## src/rtl/regfile_wb_sched_if.sv

```systemverilog
// Write-port bus of the register-file writeback scheduler: port A and port B
// write requests plus the registered write to the register file.
interface regfile_wb_sched_if;
   logic        a_valid;
   logic [4:0]  a_rd;
   logic [31:0] a_data;
   logic        a_ready;
   logic        b_valid;
   logic [4:0]  b_rd;
   logic [31:0] b_data;
   logic        b_ready;
   logic        wr_we;
   logic [4:0]  wr_rd;
   logic [31:0] wr_data;

   modport master (
      output a_valid, a_rd, a_data, b_valid, b_rd, b_data,
      input  a_ready, b_ready, wr_we, wr_rd, wr_data
   );

   modport slave (
      input  a_valid, a_rd, a_data, b_valid, b_rd, b_data,
      output a_ready, b_ready, wr_we, wr_rd, wr_data
   );
endinterface

```

## src/rtl/regfile_wb_sched.sv

```systemverilog
// Register-file write-port arbiter (A priority, B anti-starvation) with a busy
// scoreboard for B results. Define WB_FWD_EN to forward the in-flight write.
module regfile_wb_sched #(
   parameter int unsigned STARVE_MAX = 4
) (
   input  logic                      i_clk,
   input  logic                      i_reset,
   regfile_wb_sched_if.slave         bus,
   input  logic                      i_b_issue,
   input  logic [4:0]                i_b_issue_rd,
   input  logic [4:0]                i_rs,
   input  logic [4:0]                i_rt,
   output logic                      o_hazard,
   output logic                      o_fwd_a_hit,
   output logic                      o_fwd_b_hit,
   output logic [31:0]               o_fwd_data
);

   logic [3:0]  r_starve_cnt;
   logic [31:0] r_busy;
   logic [31:0] w_busy_nxt;
   logic        w_force_b;
   logic        w_busy_hit;
   logic        w_rs_match;
   logic        w_rt_match;

   // B is forced through once it has waited STARVE_MAX consecutive cycles
   assign w_force_b   = bus.b_valid && (r_starve_cnt == STARVE_MAX[3:0]);
   assign bus.a_ready = bus.a_valid && !w_force_b;
   assign bus.b_ready = bus.b_valid && (w_force_b || !bus.a_valid);

   always_ff @(posedge i_clk) begin
      if (i_reset) begin
         r_starve_cnt <= '0;
      end else if (!bus.b_valid || bus.b_ready) begin
         r_starve_cnt <= '0;
      end else if (r_starve_cnt != STARVE_MAX[3:0]) begin
         r_starve_cnt <= r_starve_cnt + 4'd1;
      end
   end

   always_ff @(posedge i_clk) begin
      if (i_reset) begin
         bus.wr_we   <= 1'b0;
         bus.wr_rd   <= '0;
         bus.wr_data <= '0;
      end else if (bus.a_ready) begin
         bus.wr_we   <= (bus.a_rd != 5'd0);
         bus.wr_rd   <= bus.a_rd;
         bus.wr_data <= bus.a_data;
      end else if (bus.b_ready) begin
         bus.wr_we   <= (bus.b_rd != 5'd0);
         bus.wr_rd   <= bus.b_rd;
         bus.wr_data <= bus.b_data;
      end else begin
         bus.wr_we   <= 1'b0;
      end
   end

   // Set is applied after clear so a same-cycle issue to the same register wins
   always_comb begin
      w_busy_nxt = r_busy;
      if (bus.b_ready && (bus.b_rd != 5'd0)) begin
         w_busy_nxt[bus.b_rd] = 1'b0;
      end
      if (i_b_issue && (i_b_issue_rd != 5'd0)) begin
         w_busy_nxt[i_b_issue_rd] = 1'b1;
      end
      w_busy_nxt[0] = 1'b0;
   end

   always_ff @(posedge i_clk) begin
      if (i_reset) begin
         r_busy <= '0;
      end else begin
         r_busy <= w_busy_nxt;
      end
   end

   assign w_busy_hit = ((i_rs != 5'd0) && r_busy[i_rs]) ||
                       ((i_rt != 5'd0) && r_busy[i_rt]);
   assign w_rs_match = bus.wr_we && (bus.wr_rd == i_rs) && (i_rs != 5'd0);
   assign w_rt_match = bus.wr_we && (bus.wr_rd == i_rt) && (i_rt != 5'd0);

`ifdef WB_FWD_EN
   assign o_hazard    = w_busy_hit;
   assign o_fwd_a_hit = w_rs_match;
   assign o_fwd_b_hit = w_rt_match;
   assign o_fwd_data  = bus.wr_data;
`else
   assign o_hazard    = w_busy_hit || w_rs_match || w_rt_match;
   assign o_fwd_a_hit = 1'b0;
   assign o_fwd_b_hit = 1'b0;
   assign o_fwd_data  = '0;
`endif

endmodule

```

## src/flat_wrapper.sv

```systemverilog
// flat-port wrapper written by rule: the top's interface ports become plain ports
module regfile_wb_sched_flat 
#(
   parameter int unsigned STARVE_MAX = 4
)
  (i_clk, i_reset, i_b_issue, i_b_issue_rd, i_rs, i_rt, o_hazard, o_fwd_a_hit, o_fwd_b_hit, o_fwd_data, bus_a_valid, bus_a_rd, bus_a_data, bus_b_valid, bus_b_rd, bus_b_data, bus_a_ready, bus_b_ready, bus_wr_we, bus_wr_rd, bus_wr_data);
  regfile_wb_sched_if bus_i ();
  input  logic i_clk;
  input  logic i_reset;
  input  logic i_b_issue;
  input  logic [4:0] i_b_issue_rd;
  input  logic [4:0] i_rs;
  input  logic [4:0] i_rt;
  output logic o_hazard;
  output logic o_fwd_a_hit;
  output logic o_fwd_b_hit;
  output logic [31:0] o_fwd_data;
  input wire logic [$bits(bus_i.a_valid)-1:0] bus_a_valid;
  input wire logic [$bits(bus_i.a_rd)-1:0] bus_a_rd;
  input wire logic [$bits(bus_i.a_data)-1:0] bus_a_data;
  input wire logic [$bits(bus_i.b_valid)-1:0] bus_b_valid;
  input wire logic [$bits(bus_i.b_rd)-1:0] bus_b_rd;
  input wire logic [$bits(bus_i.b_data)-1:0] bus_b_data;
  output wire logic [$bits(bus_i.a_ready)-1:0] bus_a_ready;
  output wire logic [$bits(bus_i.b_ready)-1:0] bus_b_ready;
  output wire logic [$bits(bus_i.wr_we)-1:0] bus_wr_we;
  output wire logic [$bits(bus_i.wr_rd)-1:0] bus_wr_rd;
  output wire logic [$bits(bus_i.wr_data)-1:0] bus_wr_data;
  assign bus_i.a_valid = bus_a_valid;
  assign bus_i.a_rd = bus_a_rd;
  assign bus_i.a_data = bus_a_data;
  assign bus_i.b_valid = bus_b_valid;
  assign bus_i.b_rd = bus_b_rd;
  assign bus_i.b_data = bus_b_data;
  assign bus_a_ready = bus_i.a_ready;
  assign bus_b_ready = bus_i.b_ready;
  assign bus_wr_we = bus_i.wr_we;
  assign bus_wr_rd = bus_i.wr_rd;
  assign bus_wr_data = bus_i.wr_data;
  regfile_wb_sched #(.STARVE_MAX(STARVE_MAX)) u_core (.i_clk(i_clk), .i_reset(i_reset), .bus(bus_i), .i_b_issue(i_b_issue), .i_b_issue_rd(i_b_issue_rd), .i_rs(i_rs), .i_rt(i_rt), .o_hazard(o_hazard), .o_fwd_a_hit(o_fwd_a_hit), .o_fwd_b_hit(o_fwd_b_hit), .o_fwd_data(o_fwd_data));
endmodule
```

## config.mk

```make
export PLATFORM = sky130hd
export DESIGN_NAME = regfile_wb_sched_flat
export DESIGN_NICKNAME = d
export VERILOG_FILES = /design/src/rtl/regfile_wb_sched_if.sv /design/src/rtl/regfile_wb_sched.sv /design/src/flat_wrapper.sv
export SDC_FILE = /design/constraint.sdc
export NUM_CORES = 1
export LEC_CHECK = 0
export ABC_CLOCK_PERIOD_IN_PS = 2800
export CORE_MARGIN = 3
export CORE_UTILIZATION = 33
export CTS_BUF_LIST = sky130_fd_sc_hd__clkbuf_4 sky130_fd_sc_hd__clkbuf_8
export CTS_CLUSTER_DIAMETER = 60
export DETAILED_ROUTE_END_ITERATION = 16
export SLEW_MARGIN = 15
export SYNTH_ARGS = -nofsm -noshare
export SYNTH_HDL_FRONTEND = slang
export SYNTH_SLANG_ARGS = --single-unit
```

## constraint.sdc

```tcl
create_clock -name i_clk -period 2.8 [get_ports i_clk]
set_clock_uncertainty 0.1 [all_clocks]
set_input_delay 0.56 -clock i_clk [delete_from_list [all_inputs] [get_ports i_clk]]
set_output_delay 0.56 -clock i_clk [all_outputs]
set_load 0.02 [all_outputs]
```

==> Word level (Yosys, flattened, before mapping) <==
Cells that the tools add are included.
{ "totals": {"output_inout_bits": 75, "wordCells": 64, "reg_bits": 74} }
{ "op_classes": {"n_reduce_logical": 28, "n_addsub": 1, "order_cmp": 6, "eq_ne": 4, "n_bitwise": 3, "muxes": 16} }
{ "ops": {"columns": ["op", "count"], "rows": [
  ["2-to-1 mux 32 bit", 4],
  ["AND 32 bit", 1],
  ["inverter 32 bit", 1],
  ["OR 32 bit", 1],
  ["nonzero test 5 bit", 5],
  ["< comparator 5 x 6 -> 1 bit (second input constant)", 4],
  ["logical AND 1 bit", 13],
  ["binary-select mux 1 bit (select 5 bit)", 2],
  ["demux 1 bit (select 5 bit)", 2],
  ["equality test 5 bit", 2],
  ["greater-or-equal comparator 5 x 1 -> 1 bit (second input constant)", 2],
  ["2-to-1 mux 5 bit", 2],
  ["2-to-1 mux 1 bit", 6],
  ["logical OR 1 bit", 5],
  ["adder 4 x 1 -> 4 bit (second input constant)", 1],
  ["equality test 4 x 3 -> 1 bit (second input constant)", 1],
  ["inequality test 4 x 3 -> 1 bit (second input constant)", 1],
  ["logical NOT 1 bit", 3],
  ["nonzero test 2 bit", 1],
  ["OR reduction 2 bit", 1]
]} }

==> Longest topological paths before layout <==
{ "logic_depth": {"word_depth": 9, "depth_mapped": 9, "mapped_depth_nobuf": 9} }

==> Worst setup path before layout <==
OpenSTA, ideal clock, no wires.
{ "synth_path": {"path_type": "input -> output", "start": "input port i_rt[0]", "end": "output port o_hazard", "path_slack_ps": 195, "arrival_time_ps": 1945, "required_ps": 2140, "path_buffers": 2, "cell_stages": 7, "path_cell_list": "buf_2 buf_4 mux2_2 o31ai_1 a31oi_1 a221oi_1 o22ai_1"} }
{ "synth_via": {"elab_chain_cells": 6, "elab_cells_between_ends": 10, "cone_classes": "eq/ne: 1; mux: 2; reduce/logical: 7"} }
{ "synth_rtl": {"columns": ["element", "line_no", "source"], "rows": [
  ["start: declaration", "flat_wrapper.sv:13", "input logic [4:0] i_rt;"],
  ["binary-select mux 1 bit (select 5 bit)", "regfile_wb_sched.sv:81", "((i_rt != 5'd0) && r_busy[i_rt]);"],
  ["2-to-1 mux 1 bit (implied by the code)", "regfile_wb_sched.sv:81", null],
  ["logical AND 1 bit", "regfile_wb_sched.sv:81", null],
  ["logical OR 1 bit", "regfile_wb_sched.sv:80", "assign w_busy_hit = ((i_rs != 5'd0) && r_busy[i_rs]) ||"],
  ["logical OR 1 bit", "regfile_wb_sched.sv:91", "assign o_hazard = w_busy_hit || w_rs_match || w_rt_match;"],
  ["logical OR 1 bit (*)", "regfile_wb_sched.sv:91", null],
  ["end: declaration", "flat_wrapper.sv:14", "output logic o_hazard;"]
]} }
Every way passes the cells marked *; elsewhere a longest branch is shown, timed or not. The select of a mux whose other input is x is not followed.

==> Worst setup path in the final report <==
{ "layout_path": {"start": "input port i_rs[1]", "end": "output port o_hazard"} }
{ "layout_via": {"elab_chain_cells": 6, "elab_cells_between_ends": 10, "cone_classes": "eq/ne: 1; mux: 2; reduce/logical: 7"} }
{ "layout_rtl": {"columns": ["element", "line_no", "source"], "rows": [
  ["start: declaration", "flat_wrapper.sv:12", "input logic [4:0] i_rs;"],
  ["binary-select mux 1 bit (select 5 bit)", "regfile_wb_sched.sv:80", null],
  ["2-to-1 mux 1 bit (implied by the code)", "regfile_wb_sched.sv:80", null],
  ["logical AND 1 bit", "regfile_wb_sched.sv:80", null],
  ["logical OR 1 bit", "regfile_wb_sched.sv:80", null],
  ["logical OR 1 bit (*) (2 in a row)", "regfile_wb_sched.sv:91", null]
]} }
Marked as above.

==> reports/metrics.yaml <==
worstRegToRegCells: 8
slowest_stage: "or4_4"
power_frac_seq: 0.437
grt_pass1_wl_um: 20600
area_growth_pct: 43.8
layout_commonest_cell: "clkdlybuf4s50_1"
tightest_slew_ps: 776
instances_no_fill: 789
num_vias: 3903
grt_usage: 0.184
synth_edf_count: 0
whs_path_depth: 2
numCtsBuffers: 9
finalWirelength_um: 13000
syn-instance-count: 477
layout-drive-gt1-share: 0.126
grt_start_max_net_pins: 79
ys.flop_type: "dfxtp_1"
first_pass_iters: 4
fin_hold_ws_ps: 400
clockBufferDepth: 2
timing.rr.start: "u_core.r_starve_cnt[0]"
slew_headroom: 0.483
ctsHoldBuffers: 0
dp.final_hpwl_um: 9730
cts_sinks: 73
power_frac_comb: 0.246
synthTopCellsByArea: "dfxtp_1, mux2i_1, a211oi_1"
min_path_type: "reg -> reg"
start_util: 0.340
critical_path.max_fanout: 5
rows: 40
syn-cell-area_sq_um: 4110
core_sq_um: 12100
ios: 169
yosysTopAreaCell: "dfxtp_1"
synth_top_area_frac: 0.356
leakagePower_nw: 2.28
drc: 0
ys_async_sr_fraction: 0
nets: 714
antenna_found_initial: 0
synth_cell_types: 45
vias_per_cell: 4.95
cts_root_buffer: "clkbuf_8"
setup_violations: 0
synth-seq-cells: 73
die_h_um: 118
finalCriticalPeriod_ps: 2760
whs_endpoint: "u_core.r_busy[9]"
io_buffer_count: 134
fin_util: 0.490
worst_ep_arrival_time_ps: 2100
r2r_slack_ps: 450
fmax_mhz: 363
p_switching_mw: 0.729
switching_share: 0.284
gp_congestion: 0.901
yosys_warnings: 0
p_total_mw: 2.57
max_stage_delay_ps: 570
syn_area_per_cell_sq_um: 8.61
die_w_um: 118
cts_tree: "yes"
first_global_vias: 3916
postRouteAntennaNets: 0
htree_levels: 3
final_hold_viol_count: 0
path_class: "in -> out"
clock_latency_ps: 330
final_cell_mix: "clkdlybuf4s50_1, dfxtp_1, nor2_1"
outcome: "complete, no violations"
rsz0062_at_grt: "yes"
seq_area_frac_synth: 0.356
clkPwrFrac: 0.318
p_per_area_nw_per_um2: 434
cp.required_ps: 2140
cp_top_family: "simple AND/OR/NAND/NOR gates"
drt-wirelength-per-cell_um: 16.4
internal_power_mw: 1.84
ir_worst_vdd_mv: 0.238
dieArea_sq_um: 13800
clkTransAtPathRegs_ps: 70
dp_cells: 771
crit_chain: "dlygate4sd2_1 -> or4_4 -> a2111oi_4 -> o22ai_1 -> buf_4"
diodes: 0
startpoint_type: "primary input"
max_cap_violations: 0
r2r-end: "u_core.r_busy[15]"
fin_crit_sh: 0.985
min_from: "u_core.r_busy[9]"
crit_buf_inv: 2
drt-initial-drc-count: 138
cp-end-kind: "output port"
grt-ovfl-total: 0
slew_violations: 0
cells in the mapped netlist (all sizes together) (2+ instances only):
cell type  number
nor2b           4
nand3           7
or4             4
ha              2
xnor2           6
xor2            6
a22oi           4
nand4           2
nand3b          4
mux4           12
dfxtp          73
mux2i          41
a311oi          3
nand2b          7
nand2          41
nor3            8
nor2           60
clkbuf         25
nor4            2
a2111oi         2
a21oi          34
inv             6
a211oi         37
buf            44
o21ai          29
nor3b           2
registers in the layout (all words and copies together), names as in the netlist:
register	flops
u_core.r_starve_cnt	4
u_core.bus.wr_data	32
u_core.bus.wr_we	1
u_core.r_busy	31
u_core.bus.wr_rd	5
cell families (layout without fill, tap and decap cells):
logic type	after synthesis	count (layout)	synth area share
and+or+nand+nor	145	145	0.163
other	1	34	0.000913
DFF	73	73	0.356
muxes	54	54	0.169
xor gates and xnor gates	12	12	0.0256
AOI/OAI and AO/OA	115	115	0.176
adders and majority gates	2	2	0.00609
buffers and inverters	75	186	0.104
worst max-delay path by stage:
stage,startpoint,endpoint,slack (ps),cells past startpoint
6_report,i_rs[1],o_hazard,40,5
5_1_grt,i_rs[4],o_hazard,-30,7
4_1_cts,u_core.r_starve_cnt[0],bus_b_ready,20,7
3_5_place_dp,i_rs[0],o_hazard,-810,8
3_3_place_gp,i_rs[0],o_hazard,-830,8
2_1_floorplan,i_rt[0],o_hazard,190,7
metal layers:
| metal | vias up | track usage | routed length, um |
|---|---|---|---|
| met5 | - | 0 | 0 |
| met4 | 0 | 0.0447 | 125 |
| met3 | 10 | 0.0524 | 970 |
| met2 | 133 | 0.327 | 6610 |
| met1 | 1844 | 0.219 | 5250 |
| li1 | 1916 | - | - |
worst min-delay path, stage by stage, from the launching register on:
cell and delay [ps]:
dfxtp_1 320, o21ai_0 70, a21oi_1 60
area by class of cell:
type / count / area, sq um
clock buffers: 11 / 145
clock inverters: 3 / 42.5
fillers: 1185 / 6160
inverters: 6 / 22.5
multi-input cells: 362 / 2400
flip-flops and latches: 73 / 1460
well taps: 168 / 210
repair buffers: 166 / 1620
what timing repair did:
action                                  in CTS  in global routing
gates cloned                                 1                  0
endpoints found under the setup margin       1                  2
pin swaps                                   12                  2
resized for setup                           33                  4
buffers inserted                             3                  0
metrics by stage:
step / worst slack, ps / instance area (sq um) / TNS, ps
6_report: 42.5 / 5900 / 0
5_1_grt: -34.8 / 5900 / -34.8
4_1_cts: 15.5 / 5880 / 0
3_5_place_dp: -811 / 5590 / -811
3_3_place_gp: -830 / 5590 / -830
2_1_floorplan: 195 / 4230 / 0
power by group through the flow:
| stage | clock network (mW) | logic, mW | registers (mW) |
|---|---|---|---|
| final | 0.815 | 0.630 | 1.12 |
| after global routing | 0.886 | 0.674 | 1.13 |
| after floorplan | 0 | 0.289 | 1.19 |
| after CTS | 0.840 | 0.627 | 1.12 |
| after detailed placement | 0 | 0.608 | 1.14 |
| after global placement | 0 | 0.603 | 1.14 |
Power figures use the tool's default switching activity.
